## src/rtl/multi_timer_pkg.sv

```systemverilog
// Shared constants for the multi-channel timer: control register layout,
// mode encoding, write-address codes and prescaler sizing.
package multi_timer_pkg;

    localparam int CTRL_W        = 6;
    localparam int CTRL_EN       = 0;
    localparam int CTRL_MODE     = 1;
    localparam int CTRL_PSEL_LSB = 2;
    localparam int PSEL_W        = 3;
    localparam int CTRL_IE       = 5;

    localparam int PRESC_W = 7;

    localparam logic ADDR_CTRL   = 1'b0;
    localparam logic ADDR_RELOAD = 1'b1;

    typedef enum logic {
        MODE_PERIODIC = 1'b0,
        MODE_ONESHOT  = 1'b1
    } mode_e;

    // Low PSEL bits set: the prescaler strobes when all of them are ones.
    function automatic logic [PRESC_W-1:0] presc_mask(input logic [PSEL_W-1:0] psel);
        logic [PRESC_W-1:0] m;
        for (int i = 0; i < PRESC_W; i++) begin
            m[i] = (i < int'(psel));
        end
        return m;
    endfunction

endpackage

```

## src/rtl/timer_channel.sv

```systemverilog
// One timer channel: control/reload registers, free-running prescaler,
// down-counter with reload or one-shot stop, tick pulse and sticky irq.
module timer_channel
    import multi_timer_pkg::*;
#(
    parameter int CNT_W = 8
) (
    input  logic             clk,
    input  logic             reset,
    input  logic             ctrl_we,
    input  logic             reload_we,
    input  logic [CNT_W-1:0] wr_data,
    input  logic             irq_ack,
    output logic             irq,
    output logic             tick,
    output logic [CNT_W-1:0] count
);

    logic [CTRL_W-1:0]  ctrl;
    logic [CNT_W-1:0]   reload;
    logic [PRESC_W-1:0] presc;
    logic [PRESC_W-1:0] mask;
    logic               en;
    logic               ie;
    mode_e              mode;
    logic               strobe;
    logic               terminal;

    assign en   = ctrl[CTRL_EN];
    assign ie   = ctrl[CTRL_IE];
    assign mode = mode_e'(ctrl[CTRL_MODE]);
    assign mask = presc_mask(ctrl[CTRL_PSEL_LSB +: PSEL_W]);

    // A control write owns the cycle, so it also suppresses any strobe.
    assign strobe   = en && ((presc & mask) == mask);
    assign terminal = strobe && !ctrl_we && (count == '0);

    // NOTE: all state here is sequential, so every assignment is non-blocking;
    // later assignments in the block deliberately override earlier ones.
    always_ff @(posedge clk or posedge reset) begin
        if (reset) begin
            ctrl   <= '0;
            reload <= '0;
            presc  <= '0;
            count  <= '0;
            tick   <= 1'b0;
            irq    <= 1'b0;
        end else begin
            tick <= terminal;

            if (reload_we) begin
                reload <= wr_data;
            end

            if (ctrl_we) begin
                ctrl  <= wr_data[CTRL_W-1:0];
                presc <= '0;
                if (!en && wr_data[CTRL_EN]) begin
                    count <= reload;
                end
            end else if (en) begin
                presc <= presc + 1'b1;
                if (strobe) begin
                    if (count != '0) begin
                        count <= count - 1'b1;
                    end else if (mode == MODE_ONESHOT) begin
                        ctrl[CTRL_EN] <= 1'b0;
                        presc         <= '0;
                    end else begin
                        count <= reload;
                    end
                end
            end

            if (terminal && ie) begin
                irq <= 1'b1;
            end else if (irq_ack) begin
                irq <= 1'b0;
            end
        end
    end

endmodule

```

## src/rtl/multi_timer.sv

```systemverilog
// Bank of NUM_CH independent timer channels sharing one register write port;
// writes addressed beyond the last channel match no channel and are dropped.
module multi_timer
    import multi_timer_pkg::*;
#(
    parameter  int NUM_CH = 3,
    parameter  int CNT_W  = 8,
    localparam int SEL_W  = (NUM_CH > 1) ? $clog2(NUM_CH) : 1
) (
    input  logic                    clk,
    input  logic                    reset,
    input  logic                    wr_en,
    input  logic [SEL_W-1:0]        wr_sel,
    input  logic                    wr_addr,
    input  logic [CNT_W-1:0]        wr_data,
    input  logic [NUM_CH-1:0]       irq_ack,
    output logic [NUM_CH-1:0]       irq,
    output logic [NUM_CH-1:0]       tick,
    output logic [NUM_CH*CNT_W-1:0] count
);

    for (genvar i = 0; i < NUM_CH; i++) begin : gen_ch
        logic sel_hit;

        assign sel_hit = wr_en && (wr_sel == SEL_W'(i));

        timer_channel #(
            .CNT_W(CNT_W)
        ) u_ch (
            .clk      (clk),
            .reset    (reset),
            .ctrl_we  (sel_hit && (wr_addr == ADDR_CTRL)),
            .reload_we(sel_hit && (wr_addr == ADDR_RELOAD)),
            .wr_data  (wr_data),
            .irq_ack  (irq_ack[i]),
            .irq      (irq[i]),
            .tick     (tick[i]),
            .count    (count[i*CNT_W +: CNT_W])
        );
    end

endmodule

```

## config.mk

```make
export PLATFORM = sky130hd
export DESIGN_NAME = multi_timer
export DESIGN_NICKNAME = d
export VERILOG_FILES = /design/src/rtl/multi_timer_pkg.sv /design/src/rtl/timer_channel.sv /design/src/rtl/multi_timer.sv
export SDC_FILE = /design/constraint.sdc
export NUM_CORES = 1
export LEC_CHECK = 0
export ABC_CLOCK_PERIOD_IN_PS = 4000
export CAP_MARGIN = 20
export CORE_ASPECT_RATIO = 0.75
export CORE_MARGIN = 4
export CORE_UTILIZATION = 45
export DETAILED_ROUTE_END_ITERATION = 8
export DONT_BUFFER_PORTS = 1
export PLACE_DENSITY = 0.63
export SLEW_MARGIN = 30
export SYNTH_ARGS = -nofsm -noshare
export SYNTH_HDL_FRONTEND = slang
export SYNTH_SLANG_ARGS = --single-unit
```

## constraint.sdc

```tcl
create_clock -name clk -period 4 [get_ports clk]
set_input_delay 0.8 -clock clk [delete_from_list [all_inputs] [get_ports clk]]
set_output_delay 0.8 -clock clk [all_outputs]
set_load 0.02 [all_outputs]
```

Word-level counts from Yosys, hierarchy flattened:

Cells that the tools add are included.

* output and inout port bits: 30
* flip-flop bits (word level): 93

* add/sub/neg operators: 6
* mux-type cells: 54
* equal/unequal tests: 11
* bitwise logic cells: 4
* reduce and logical (&&, ||, !) cells: 49
* order comparisons: 21

Operators by type and width (number)
* $mux 8: 18
* $mux 7: 15
* $lt 3x3->1 const A: 9
* $logic_and 1x1->1: 24
* $logic_not 8->1: 3
* $reduce_bool 8->1: 3
* $sub 8x1->8 const B: 3
* $add 7x1->7 const B: 3
* $and 7x7->7: 3
* $eq 7x7->1: 3
* $mux 1: 21
* $lt 1x3->1 const A: 6
* $lt 2x3->1 const A: 6
* $reduce_bool 2->1: 9
* $reduce_and 4->1: 3
* $ne 3x2->1 const B: 3
* $logic_not 1->1: 6
* $ne 2x2->1 const B: 3
* $eq 2x1->1 const B: 1
* $eq 2x2->1 const B: 1
* $logic_not 2->1: 1
* $not 1->1: 1

Longest topological paths before layout:

* word-level depth: 8
* gate-level depth with buffers: 9
* depth with buffers taken out: 8

Modules after synthesis:

From an unflattened synthesis, not the netlist that was laid out.

* cells, all modules: 501
* area, all modules: 4872.2 sq um

Modules (own cells, without submodules)
* timer_channel (gen_ch[0].u_ch ...): times used 2, cells each 164, area an instance 1589.0 sq um
* timer_channel (gen_ch[2].u_ch): times used 1, cells each 167, area an instance 1619.1 sq um
* multi_timer: times used 1, cells each 6, area an instance 75.1 sq um

Worst setup path before layout:

No wires, ideal clock.

* kind: reg-to-reg
* start: register gen_ch[0].u_ch.count[0]
* end: register gen_ch[0].u_ch.count[5]
* arrival time: 2.038 ns
* slack: 1.841 ns
* setup time: 0.121 ns
* stages on the path, launching flop included: 8
* path buffers: 0
* path through: dfrtp_1 -> inv_1 -> ha_1 -> nor3b_2 -> and3_1 -> nor2_1 -> mux2_2 -> a22o_1

* longest elaborated chain between the ends: 5
* elaborated cells between the ends (all ways): 8
* those cells by class: add/sub: 1; eq/ne: 1; mux: 4; reduce/logical: 2

RTL lines
* from (decl): line timer_channel.sv:16 `output logic [CNT_W-1:0] count`
* from (signal assigned): line timer_channel.sv:59 `count <= reload;`
* from (signal assigned): line timer_channel.sv:65 `count <= count - 1'b1;`
* from (signal assigned): line timer_channel.sv:70 `count <= reload;`
* $sub 8x1->8 / $reduce_bool 8->1 (equally long branches): line timer_channel.sv:65, timer_channel.sv:64
* $mux 8: line timer_channel.sv:64 `if (count != '0) begin`
* $mux 8: line timer_channel.sv:63 `if (strobe) begin`
* $mux 8: line timer_channel.sv:61 `end else if (en) begin`
* $mux 8: line timer_channel.sv:55 `if (ctrl_we) begin`

Several ways; a longest one is shown, not always the timed one. The select of a mux whose other input is x is not followed.
A chain may end at the register's enable or synchronous reset.

Worst setup path after layout:

Ends and elaborated chain as after synthesis.

==> reports/qor.txt <==
GRT busiest layer: met2
max-slew violations: 0
unrepaired setup endpoints after global routing: no
Die Y: 96.97 µm
postcts setup bufs: 0
layout cells sized above 1: 11.53%
GRT met2 Usage: 26.59%
initial antenna violation count: 0
Comb power frac: 23.0%
CTS Sinks: 93
clock network power share: 25.2%
Worst-path clk slew: 0.06 ns
total congestion overflow: 0
post-DR vias/cell: 5.731
# H-tree levels: 3
met3 Resource Use GR: 5.960%
Clock Skew: 0.004666 ns
Setup crit end kind: flop
Post-DRT Antenna Nets: 0
Core Area: 0.01029 mm²
leading area contributor after synthesis: dfrtp_1
Slew @ Worst Pin: 0.8207 ns
TritonCTS Buffers: 9
R2R cell count: 8
I/O Buffers: 0
Synth area leaders: dfrtp_1 49%, nand2_1 6.7%, mux2_2 5.9%
Mapped Area: 0.004750 mm²
Max-slew headroom: 44.96%
Tightest Hold Check Type: in2async
CTS resizes: 0
first-pass GRT wire length: 18140 µm
drt pass-1 iters: 4
Seq pwr share: 51.8%
Worst setup SP type: flop
worst r2r src: gen_ch[0].u_ch.count[0]
num rows: 32
Seq cells post-synth: 93
CTS tree: yes
Synth cell types: 65
achievable frequency: 363.0 MHz
outcome: finished, final reports clean
Seq/Total Area, Yosys: 49.00%
Post-synth top flop: dfrtp_1
DRC violations left: 0
clock tree buffer depth: 2
flop2flop setup slack: 1.25 ns
Total GRT Usage: 18.28%
maximum VDD drop: 0.0003972 V
hold_buf cts: 0
GP Congestion: 0.8730
DRT Wirelength: 10800 µm
r2r endpoint: gen_ch[0].u_ch.count[5]
# diodes: 0
fraction of registers with async set or reset after synthesis: 100.0%
Routed WL per cell: 16.91 µm
DP Wirelength: 7731 µm
switching fraction of total power: 38.11%
die area: 0.01228 mm²
post-synthesis cell count: 505
# setup viols final: 0
Overall Power: 0.003352 W
Die X: 126.6 µm
# IOs: 47
top-area cell type share of the netlist area: 49.00%
syn avg cell area: 9.405 µm²
leakage: 2.244 nW
Root Buffer: clkbuf_16
Final #Nets: 521
Synthesized Nets: 528
vias in the first global route: 3534
Critical Path AT: 2.98 ns
worst-skew pair later-pin latency: 0.34 ns
critical path class: reg2reg
synth-to-layout area growth: 8.087%
setup TNS: 0 ns
synth warn: 0
Critical Path RT: 4.23 ns
largest net degree at the start of global routing: 81
Hold Fails Final Rpt: 0
met1 usage: 26.20%
critical-path maximum fanout: 13
Max Cap Viol: 0
NetSw: 0.001277 W
Final min period: 2.755 ns
Iter 0 DRT Violations: 213
Initial Util: 46.16%
Post-synth EDFFs: 0
vias post-DR: 3662
Cell Int Power: 0.002074 W
Tcrit/Tclk final: 68.86%
pwr dens: 652.9 mW/mm²
-- logic make-up after synthesis --
family          Yosys count  share of synthesized area [%]
simple gates            222                          22.81
compound gates          104                          14.04
flops                    93                          49.00
buf+inv                  40                          3.820
mux                      27                          6.349
xor+xnor                 13                          2.397
fa+ha+maj                 6                          1.581
-- layout by cell type (no fill, tap or decap), types with 2 or more instances in the layout --
cell,n
buf_4,2
xor2_1,11
and3_1,4
o22ai_1,6
mux2_2,25
clkbuf_16,9
o211ai_1,4
mux2i_1,2
a22o_1,3
a211oi_1,2
nand2_1,85
o21ai_0,35
nand4_1,15
inv_1,19
o31ai_1,2
o21ai_1,2
and2_1,5
nand2b_1,8
a21boi_0,3
nor2_1,45
xnor2_1,2
a311oi_1,2
nor2b_1,8
o21a_1,3
a22oi_1,2
or3_1,6
ha_1,6
nor3_1,10
dfrtp_1,93
or2_2,2
nand3_1,17
o221ai_1,2
clkinv_2,2
a21oi_1,24
clkbuf_1,2
-- worst max-delay path, stage by stage (launching register included) --
cell	delay (ns)
dfrtp_1	0.49
inv_1	0.10
ha_1	0.24
nor3b_2	0.20
and3_1	0.25
a21o_1	0.21
o31ai_2	0.67
o21ai_0	0.20
a22o_1	0.27
-- layout make-up --
class	count	area [µm²]
fillers	953	5156
flip-flops and latches	93	2327
multi-input cells	372	2247
clock buffers	12	246.5
well taps	136	170.2
inverters	20	80.08
clock inverters	4	47.55
repair buffers	2	15.01
-- power groups by stage --
stage / Combinational, W / Sequential [W] / Clock [W]
floorplan: 0.000653 / 0.00163 / 0
global placement: 0.000734 / 0.00174 / 0
detailed placement: 0.000764 / 0.00175 / 0
CTS: 0.000771 / 0.00173 / 0.000871
global route: 0.000892 / 0.00179 / 0.000905
finish: 0.000770 / 0.00174 / 0.000846
-- cell usage after synthesis, types with 2 or more instances --
cell type	count
a211oi_1	2
a21boi_0	3
a21oi_1	24
a22o_1	3
a22oi_1	2
a311oi_1	2
and2_1	5
and3_1	4
buf_2	7
buf_4	6
clkbuf_1	6
dfrtp_1	93
ha_1	6
inv_1	20
mux2_2	25
mux2i_1	2
nand2_1	85
nand2b_1	8
nand3_1	17
nand4_1	15
nor2_1	45
nor2b_1	8
nor3_1	10
nor3_2	2
o211ai_1	4
o21a_1	3
o21ai_0	35
o21ai_1	2
o221ai_1	2
o22ai_1	6
o31ai_1	2
or2_2	2
or3_1	6
xnor2_1	2
xor2_1	11
-- registers in the layout, summed over array words and instances (netlist names) --
| register | flops |
|---|---|
| gen_ch.u_ch.ctrl | 18 |
| gen_ch.u_ch.presc | 21 |
| gen_ch.u_ch.count | 24 |
| gen_ch.u_ch.tick | 3 |
| gen_ch.u_ch.reload | 24 |
| gen_ch.u_ch.irq | 3 |
-- worst max path at each step --
stage                                        from                      end  slack (ns)  cells after the start
after global placement    gen_ch[0].u_ch.count[0]  gen_ch[0].u_ch.count[5]        1.40                      8
after detailed placement  gen_ch[0].u_ch.count[0]  gen_ch[0].u_ch.count[5]        1.31                      8
after global routing      gen_ch[0].u_ch.count[0]  gen_ch[0].u_ch.count[5]        1.06                      8
after CTS                 gen_ch[0].u_ch.count[0]  gen_ch[0].u_ch.count[5]        1.28                      8
after floorplan                             reset  gen_ch[0].u_ch.count[0]        0.78                      1
final                     gen_ch[0].u_ch.count[0]  gen_ch[0].u_ch.count[5]        1.25                      8
-- per-stage QoR --
step	setup slack, ns	utilization (%)	area, µm²	cells	hold slack (ns)
CTS	1.276	49.83	5127	639	0.4665
finish	1.245	49.89	5134	639	0.4466
global route	1.056	49.89	5134	639	0.4816
detailed placement	1.311	46.97	4833	623	0.4594
floorplan	0.7797	-	4750	505	0.4325
global placement	1.399	46.95	4831	623	0.4488
-- layer usage --
layer,up-vias,share of wire (%)
li1,1765,-
met1,1783,47
met2,102,45
met3,12,7.1
met4,0,1.2
met5,-,0
Note: power is estimated with default switching activity, not from simulation.
